## src/rtl/mem_lsu.sv

```systemverilog
// mem_lsu: MEM-stage load/store unit driving a single-beat req/ack data bus.
// Optional macro LSU_TIMEOUT_EN adds a bus timeout that ends a stuck transfer with bus_err_o.
module mem_lsu #(
    parameter int TIMEOUT_CYCLES = 255,
    parameter int CNT_W          = 8
) (
    input  logic        clk,
    input  logic        rst,
    input  logic        op_valid_i,
    input  logic [3:0]  op_i,
    input  logic [31:0] addr_i,
    input  logic [31:0] wdata_i,
    input  logic        flush_i,
    output logic        stall_o,
    output logic        done_o,
    output logic [31:0] rdata_o,
    output logic        adel_o,
    output logic        ades_o,
    output logic        bus_err_o,
    output logic        bus_req_o,
    output logic        bus_we_o,
    output logic [3:0]  bus_be_o,
    output logic [31:0] bus_addr_o,
    output logic [31:0] bus_wdata_o,
    input  logic [31:0] bus_rdata_i,
    input  logic        bus_ack_i
);

    // Bus handshake: bus_req_o rises one edge after the op is accepted and the address,
    // byte enables, write flag and data stay frozen until the cycle bus_ack_i=1 is seen
    // with bus_req_o=1; req drops at the following edge. Acks with req low are ignored.
    localparam logic [1:0] IDLE = 2'd0;
    localparam logic [1:0] BUSY = 2'd1;
    localparam logic [1:0] DONE = 2'd2;

    logic [1:0]  state;
    logic        is_load;
    logic        is_store;
    logic        size_half;
    logic        size_word;
    logic        misaligned;
    logic        start;
    logic [3:0]  be;
    logic [31:0] lanes;
    logic [3:0]  op_q;
    logic [1:0]  off_q;
    logic        abort;
    logic [7:0]  byte_sel;
    logic [15:0] half_sel;
    logic [31:0] ext;

    if (TIMEOUT_CYCLES > (2 ** CNT_W) - 1) begin : g_bad_cnt_w
        $error("mem_lsu: CNT_W too narrow for TIMEOUT_CYCLES");
    end

    always_comb begin
        is_load   = 1'b0;
        is_store  = 1'b0;
        size_half = 1'b0;
        size_word = 1'b0;
        case (op_i)
            4'd1, 4'd2: is_load = 1'b1;
            4'd3, 4'd4: begin is_load = 1'b1; size_half = 1'b1; end
            4'd5:       begin is_load = 1'b1; size_word = 1'b1; end
            4'd9:       is_store = 1'b1;
            4'd10:      begin is_store = 1'b1; size_half = 1'b1; end
            4'd11:      begin is_store = 1'b1; size_word = 1'b1; end
            default:    ;
        endcase
    end

    assign misaligned = (size_half & addr_i[0]) | (size_word & (|addr_i[1:0]));
    assign adel_o     = op_valid_i & ~flush_i & is_load  & misaligned;
    assign ades_o     = op_valid_i & ~flush_i & is_store & misaligned;
    assign start      = (state == IDLE) & op_valid_i & ~flush_i
                        & (is_load | is_store) & ~misaligned;
    assign stall_o    = start | (state == BUSY);

    always_comb begin
        if (size_word) begin
            be    = 4'b1111;
            lanes = wdata_i;
        end else if (size_half) begin
            be    = addr_i[1] ? 4'b1100 : 4'b0011;
            lanes = {2{wdata_i[15:0]}};
        end else begin
            be    = 4'b0001 << addr_i[1:0];
            lanes = {4{wdata_i[7:0]}};
        end
    end

    // Load extension works on the op and byte offset latched at issue time.
    assign byte_sel = bus_rdata_i[{off_q, 3'b000} +: 8];
    assign half_sel = off_q[1] ? bus_rdata_i[31:16] : bus_rdata_i[15:0];

    always_comb begin
        case (op_q)
            4'd1:    ext = {{24{byte_sel[7]}}, byte_sel};
            4'd2:    ext = {24'd0, byte_sel};
            4'd3:    ext = {{16{half_sel[15]}}, half_sel};
            4'd4:    ext = {16'd0, half_sel};
            default: ext = bus_rdata_i;
        endcase
    end

`ifdef LSU_TIMEOUT_EN
    logic [CNT_W-1:0] cnt;
    logic             bus_err;
    logic             expired;

    // expired marks the TIMEOUT_CYCLES-th BUSY cycle without an ack.
    assign expired   = (cnt == CNT_W'(TIMEOUT_CYCLES - 1));
    assign bus_err_o = bus_err;
`else
    assign bus_err_o = 1'b0;
`endif

    always_ff @(posedge clk) begin
        if (rst) begin
            state       <= IDLE;
            bus_req_o   <= 1'b0;
            bus_we_o    <= 1'b0;
            bus_be_o    <= 4'd0;
            bus_addr_o  <= 32'd0;
            bus_wdata_o <= 32'd0;
            rdata_o     <= 32'd0;
            done_o      <= 1'b0;
            abort       <= 1'b0;
            op_q        <= 4'd0;
            off_q       <= 2'd0;
`ifdef LSU_TIMEOUT_EN
            cnt         <= '0;
            bus_err     <= 1'b0;
`endif
        end else begin
            case (state)
                IDLE: begin
                    if (start) begin
                        bus_req_o   <= 1'b1;
                        bus_we_o    <= is_store;
                        bus_be_o    <= be;
                        bus_addr_o  <= {addr_i[31:2], 2'b00};
                        bus_wdata_o <= lanes;
                        op_q        <= op_i;
                        off_q       <= addr_i[1:0];
                        abort       <= 1'b0;
                        state       <= BUSY;
`ifdef LSU_TIMEOUT_EN
                        cnt         <= '0;
`endif
                    end
                end
                BUSY: begin
                    // The bus cycle cannot be withdrawn; a flush only marks the result as dead.
                    if (flush_i) abort <= 1'b1;
                    if (bus_ack_i) begin
                        bus_req_o <= 1'b0;
                        abort     <= 1'b0;
                        if (abort | flush_i) begin
                            state <= IDLE;
                        end else begin
                            state  <= DONE;
                            done_o <= 1'b1;
                            if (!bus_we_o) rdata_o <= ext;
                        end
                    end
`ifdef LSU_TIMEOUT_EN
                    else begin
                        cnt <= cnt + 1'b1;
                        if (expired) begin
                            bus_req_o <= 1'b0;
                            abort     <= 1'b0;
                            if (abort | flush_i) begin
                                state <= IDLE;
                            end else begin
                                state   <= DONE;
                                done_o  <= 1'b1;
                                bus_err <= 1'b1;
                                rdata_o <= 32'd0;
                            end
                        end
                    end
`endif
                end
                DONE: begin
                    done_o <= 1'b0;
                    state  <= IDLE;
`ifdef LSU_TIMEOUT_EN
                    bus_err <= 1'b0;
`endif
                end
                default: state <= IDLE;
            endcase
        end
    end

endmodule

```

## config.mk

```make
export PLATFORM = sky130hd
export DESIGN_NAME = mem_lsu
export DESIGN_NICKNAME = d
export VERILOG_FILES = /design/src/rtl/mem_lsu.sv
export SDC_FILE = /design/constraint.sdc
export NUM_CORES = 1
export LEC_CHECK = 0
export CORE_ASPECT_RATIO = 0.75
export CORE_MARGIN = 3
export CORE_UTILIZATION = 40
export DETAILED_ROUTE_END_ITERATION = 7
export PLACE_DENSITY = 0.74
export RECOVER_POWER = 25
export SYNTH_ARGS = -nofsm -noshare
export SYNTH_HDL_FRONTEND = slang
export SYNTH_SLANG_ARGS = --single-unit
export TNS_END_PERCENT = 5
```

## constraint.sdc

```tcl
create_clock -name clk -period 5.3 [get_ports clk]
set_input_delay 1.06 -clock clk [delete_from_list [all_inputs] [get_ports clk]]
set_output_delay 1.06 -clock clk [all_outputs]
set_load 0.03 [all_outputs]
```

# Word level (Yosys, flattened, before mapping)

Cells that the tools add are included.

Flip-flop bits (word level): 110
Input port bits: 105
Output and inout port bits: 107
Logic and storage cells: 89

Equal/unequal tests: 18
Shifts and indexed selects: 2
Muxes and demuxes: 25
Bitwise logic cells: 19
Reduce and logical (&&, ||, !) cells: 14

Operator list:

| operator                                       | count |
|---|---|
| one-hot mux 32 bit (4 select lines)            | 1 |
| two-way mux 32 bit                             | 2 |
| indexed part select 32 x 6 -> 8 bit            | 1 |
| == test 4 x 2 -> 1 bit (second input constant) | 4 |
| two-way mux 16 bit                             | 1 |
| == test 4 x 3 -> 1 bit (second input constant) | 3 |
| == test 4 bit (second input constant)          | 3 |
| two-way mux 4 bit                              | 3 |
| bitwise AND 1 bit                              | 11 |
| two-way mux 1 bit                              | 11 |
| AND reduction 3 bit                            | 3 |
| == test 4 x 1 -> 1 bit (second input constant) | 2 |
| two-way mux 2 bit                              | 3 |
| inequality test 2 bit (second input constant)  | 3 |
| one-hot mux 1 bit (2 select lines)             | 3 |
| OR reduction 3 bit                             | 2 |
| OR reduction 5 bit                             | 1 |
| NOT 1 bit                                      | 4 |
| bitwise OR 1 bit                               | 4 |
| one-hot mux 2 bit (2 select lines)             | 1 |
| AND reduction 2 bit                            | 2 |
| AND reduction 4 bit                            | 1 |
| nonzero test 2 bit                             | 2 |
| OR reduction 2 bit                             | 2 |
| other kinds (5)                                | 5 |

# Depth between registers and ports, before layout

Depth in word-level cells: 9
Depth in mapped cells: 8
Mapped depth without buffers: 4

# Worst setup path before layout

No wires, ideal clock.

Path type: input-to-output
From: in op_i[1]
To: out adel_o
Arrival: 3.210 ns
Required time: 4.240 ns
Slack: 1.030 ns
Stages on the path: 7
Path buffers: 3
Path through: buf_2 or3b_1 buf_2 a21oi_1 buf_4 o21ai_0 nor4_1

Word-level cells in the longest chain between the ends: 6
Elaborated cells between the ends (all ways): 18
Those cells by class: eq/ne: 7; mux: 3; bitwise: 5; reduce/logical: 3

Ends and longest elaborated chain:

| item                                                               | RTL line | source |
|---|---|---|
| from (decl)                                                        | 10       | `input logic [3:0] op_i,` |
| == test 4 bit, or another cell as far along                        | 61       | `case (op_i)` |
| OR reduction 3 bit (no line) or OR reduction 2 bit (tied branches) | -        |  |
| two-way mux 1 bit                                                  | 61       |  |
| bitwise AND 1 bit                                                  | 72       | `assign misaligned = (size_half & addr_i[0]) \| (size_word & (\|addr_i[1:0]));` |
| bitwise OR 1 bit                                                   | 72       |  |
| bitwise AND 1 bit *                                                | 73       | `assign adel_o = op_valid_i & ~flush_i & is_load & misaligned;` |
| to (decl)                                                          | 17       | `output logic adel_o,` |

Every way passes the cells marked *; elsewhere a longest branch is shown, timed or not.

==> flow_metrics.env <==
export IMPL_grt_max_degree=77
export IMPL_fmaxAchievable_mhz=222
export IMPL_place_gp_congestion=0.886
export IMPL_h_tree_depth=3
export IMPL_finalCritPeriodShare_pct=84.9
export IMPL_grt_pass1_wl_um=29600
export IMPL_hold_buffers=0
export IMPL_cts_buffers=9
export IMPL_required_ps=5530
export IMPL_hold_path_class="reg -> reg"
export IMPL_vias_per_cell=5.90
export IMPL_cp_max_fo=76
export IMPL_firstDrtPassIters=5
export IMPL_drv_cap=1
export IMPL_holdWs_ps=462
export IMPL_slew_violations=77
export IMPL_fillers=1178
export IMPL_wl_per_cell_um=18.7
export IMPL_fin_cells=1011
export IMPL_start_kind="input pin"
export IMPL_hold_violations=0
export IMPL_cts_resized=0
export IMPL_r2r_cells=4
export IMPL_tightestPinTransition_ps=3330
export IMPL_cpMaxStageDelayCell="clkbuf_1"
export IMPL_track_usage_pct=23.9
export IMPL_hpwlAfterDp_um=13500
export IMPL_status="finished with violations"
export IMPL_synth_cells=675
export IMPL_drc=0
export IMPL_synth_seq_area_share_pct=39.7
export IMPL_yosys_cell_types_count=56
export IMPL_layout_commonest_cell="clkdlybuf4s50_1"
export IMPL_cellPowerDensity_nw_per_um2=245
export IMPL_worstHoldStart="rdata_o[3]"
export IMPL_drtIter0Drc=456
export IMPL_report_power_total_mw=1.95
export IMPL_ys_ff_latch=110
export IMPL_final_setup_skew_ps=7.53
export IMPL_ir_worst_vdd_mv=0.178
export IMPL_synth_main_ff_cell="dfxtp_1"
export IMPL_port_buffers=208
export IMPL_clk_insertion_delay_late_ps=340
export IMPL_die_w_um=142
export IMPL_dieArea_um2=15300
export IMPL_cts_setup_buffers=0
export IMPL_cp_data_arrival_time_ps=4720
export IMPL_failed_checks="max-capacitance violations, max-slew violations"
export IMPL_nets=940
export IMPL_synth_async_reset_ratio_pct=0
export IMPL_cp_startpoint="rst"
export IMPL_end_kind="flop"
export IMPL_tns_ps=0
export IMPL_synth_avg_cell_area_um2=8.22
export IMPL_root_buffer="clkbuf_16"
export IMPL_clkSlewWorstSetupHoldPaths_ps=70
export IMPL_synth_edf_count=0
export IMPL_critPathMaxStageDelay_ps=2390
export IMPL_min_path_cells=1
export IMPL_grt_overflow_total=0
export IMPL_final_layout_size_suffix_gt1_share_pct=5.60
export IMPL_r2r_start="off_q[1]"
export IMPL_cts_tree="done"
export IMPL_grt_pass1_vias=5605
export IMPL_syn_cell_area_um2=5550
export IMPL_place_inst=995
export IMPL_floorplan_initialDensity_pct=41.8
export IMPL_clk_path_buf_depth=2
export IMPL_ys_warn_count=0
export IMPL_dieHeight_um=108
export IMPL_p_leak_nw=2.76
export IMPL_min_period_ps=4500
export IMPL_setup_violations=0
export IMPL_clock_sinks=110
export IMPL_postRouteAntennaNets=0
export IMPL_antenna_cells=0
export IMPL_vias=5963
export IMPL_grt_antenna_before_repair=0
export IMPL_synthToLayoutAreaGrowth_pct=43.5
export IMPL_cp_cell_sequence="buf_4 -> clkbuf_1 -> nor2_1 -> o2bb2ai_1"
export IMPL_core_area_um2=13300
export IMPL_max_slew_margin_pct=-122
export IMPL_routed_wl_um=18900
export IMPL_rsz0062_at_grt="no"
export IMPL_ios=212
export IMPL_rows=36
export IMPL_path_class="in -> reg"
export IMPL_final_cell_mix="clkdlybuf4s50_1, dfxtp_1, a21oi_1"
layout make-up:
type / count / area (um2) / area share [%]
Multi-Input combinational cell: 481 / 3010 / 37.8
Tap cell: 171 / 214 / 2.69
Sequential cell: 110 / 2200 / 27.7
Clock inverter: 5 / 67.6 / 0.849
Timing Repair Buffer: 221 / 2190 / 27.5
Clock buffer: 11 / 233 / 2.92
Inverter: 12 / 45.0 / 0.566
cell usage after synthesis, types with 5 or more instances:
master / number / area, um2
a21oi_1: 84 / 420
nand3b_1: 6 / 45.0
a31oi_1: 7 / 43.8
o311a_1: 8 / 80.1
nand3_1: 50 / 250
a311oi_1: 26 / 228
o31ai_1: 10 / 75.1
inv_1: 12 / 45.0
nor4bb_1: 17 / 170
mux2i_1: 18 / 180
or2_2: 6 / 37.5
and3_1: 6 / 37.5
o2bb2ai_1: 6 / 52.6
o311ai_0: 6 / 52.6
nor2_1: 32 / 120
nor3b_1: 9 / 67.6
buf_4: 5 / 37.5
clkbuf_1: 52 / 195
nor3_1: 5 / 25.0
a32oi_1: 9 / 78.8
dfxtp_1: 110 / 2200
a211oi_1: 29 / 218
buf_2: 15 / 75.1
nand2_1: 44 / 165
nand2b_1: 5 / 31.3
o21ai_0: 61 / 305
state kept, by name, indices dropped and copies added, names as in the netlist:
register     count
off_q            2
bus_be_o         4
state            2
op_q             4
bus_we_o         1
bus_addr_o      30
bus_req_o        1
rdata_o         32
bus_wdata_o     32
done_o           1
abort            1
worst max-delay path, delay by kind of cell:
family          cells  cell delay [ps]
buf+inv             2             2700
compound gates      1              310
simple gates        1              610
through the flow:
stage	setup slack (ps)	utilization [%]	cell area [um2]
2_1_floorplan	1030	-	5560
3_3_place_gp	939	57.7	7660
3_5_place_dp	899	57.7	7660
4_1_cts	863	59.9	7970
5_1_grt	517	59.9	7960
6_report	802	59.9	7960
cells by family (layout without fill, tap and decap cells):
group | count (synthesis) | in the layout | share of synthesized area, %
AOI/OAI and AO/OA | 256 | 256 | 29.9
and+or+nand+nor | 203 | 203 | 20.5
DFF | 110 | 110 | 39.7
other | 1 | 3 | 0.0676
xor gates and xnor gates | 1 | 1 | 0.158
buffers and inverters | 86 | 249 | 6.50
muxes | 18 | 18 | 3.25
routing by layer:
metal	vias to the layer above	GRT usage [%]	share of wire (%)
li1	2858	-	-
met3	11	7.65	10
met4	0	5.07	0.72
met1	2809	34.2	45
met2	285	35.4	44
met5	-	0	0
power by group:
| group | internal, mW | switching (mW) | leakage (nW) | total [mW] |
|---|---|---|---|---|
| registers | 0.853 | 0.0189 | 0.891 | 0.872 |
| logic | 0.172 | 0.218 | 1.73 | 0.389 |
| clock network | 0.374 | 0.315 | 0.146 | 0.690 |
worst paths after layout:
path	end	slack [ps]
max	rdata_o[6]	800
max reg2reg	rdata_o[28]	2570
min reg2reg	rdata_o[3]	460
min	rdata_o[3]	460
Note: power is estimated with default switching activity, not from simulation.
==> edit (same settings) <==
The option `LSU_TIMEOUT_EN` is turned on by a define.
--- a/src/rtl/mem_lsu.sv
+++ b/src/rtl/mem_lsu.sv
@@ -1,5 +1,7 @@
 // mem_lsu: MEM-stage load/store unit driving a single-beat req/ack data bus.
 // Optional macro LSU_TIMEOUT_EN adds a bus timeout that ends a stuck transfer with bus_err_o.
+`define LSU_TIMEOUT_EN
+
 module mem_lsu #(
     parameter int TIMEOUT_CYCLES = 255,
     parameter int CNT_W          = 8
Check against the original RTL: same outputs for any inputs over 4 cycles, from zero or initial values and one cycle with rst high; that may be too few to reach the edited logic, so the function may still have changed.
==> edit against the original RTL <==
Critical path depth grew 3; wire length rose by 1.8%; largest cell class unchanged; sequential cell count is 9 higher; combinational power grew 40%; power up 36%; area after synthesis up 4.8%; setup slack gained 120 ps; final area rose by 7.4%; critical endpoint is now adel_o.
==> edit: results (changes against the original RTL) <==
Post-Syn Instances 729 (+8.0%); worst path arrival time 3310 ps (-1410 ps); Area after DPL 7973 um2 (+4.0%); fill count 1,283 (+8.9%); Comb pwr share 20.5% (+0.5 points); Power Internal 0.001875 W (+34%); Met3 Wirelength 1853 um (-4.3%); met2 Use GR 34.41% (-1.0 points); clkbuf count 20 (+9); Area contributors post-synth dfxtp_1 41%, nand2_1 8.9%, a21oi_1 8.1%; Net Sw Power 0.0007743 W (+40%); Inverters 16 (+4); Multi-input gate area 3114 um2 (+3.5%); final hold slack 443.3 ps (-18.43 ps); All-Layer GR Usage 23.55% (-0.38 points); worst r2r src state[1]$_SDFFE_PP0P_; Adder-Cell Fraction of Synth Area 1.291% (+1.3 points); Leakage 3.199 nW (+16%); terminus of the critical flop-to-flop path rdata_o[27]$_SDFFE_PP0P_; Worst Reg-to-Reg Cells 6 (+2); synth unique cells 65 (+16%); Critical Path Start op_i[1]; largest net degree at the start of global routing 84 (+9.1%); Worst Setup EP adel_o; nets@finish 1,020 (+8.5%); R2R setup slack 2610 ps (+40 ps); multi-input gates 536 (+11%); share of layout cells above drive strength 1 6.725% (+1.1 points); clock insertion delay at the later pin of the skew report 410 ps (+70 ps); routing usage on met1 32.60% (-1.6 points); met3 Use GR 9.721% (+2.1 points); WHS Path Cells 2 (+1); clock network area share 6.719% (+2.9 points); worst vdd ir 0.2283 mV (+29%); TritonCTS Buffers 17 (+8); Non-clock buffering overhead 25.41% (-2.1 points); synth cell count leaders 138 x nand2_1, 119 x dfxtp_1, 94 x a21oi_1; Seq/Total Area, Yosys 40.96% (+1.3 points); min-delay src rdata_o[14]$_SDFFE_PP0P_; register area 2382 um2 (+8.2%); complex-gate fraction of the synthesized area 27.39% (-2.5 points); Post-Place Cells 1,085 (+9.0%); status complete, no violations; Post-DP HPWL 13,400 um (-0.85%); IO buf count 209 (+0.48%); Avg WL per Cell 17.20 um (-7.9%); post-layout minimum cycle time 4373 ps (-124.5 ps); routed wl met2 8129 um (-1.8%); hold path endpoint rdata_o[14]$_SDFFE_PP0P_
[edit: changes by cell type in the layout (fill, tap and decap cells not counted), moves of 11 or more]
cell	unedited run	this run
nor2_1	32	56
nor4bb_1	17	1
a221o_1	1	22
o21ai_0	61	34
nand3_1	50	4
a21oi_1	83	94
a221oi_1	0	15
a311oi_1	26	2
nand2_1	44	138
[edit: cell families (layout without fill, tap and decap cells)]
| group | count (synthesis) | after routing |
|---|---|---|
| adder cells (fa/ha/maj) | 6 | 6 |
| AND/OR/NAND/NOR | 266 | 266 |
| multiplexers | 18 | 18 |
| AO/OA/AOI/OAI | 242 | 242 |
| XOR/XNOR | 2 | 2 |
| flip-flops | 119 | 119 |
| other | 1 | 2 |
| buffers and inverters | 75 | 267 |
[edit: worst max-delay path, stage by stage]
cell and delay [ps]:
clkdlybuf4s50_1 490, nor3b_2 320, o21ai_1 140, nand2_1 70
nand3_1 110, a2111oi_0 370, clkdlybuf4s50_1 750
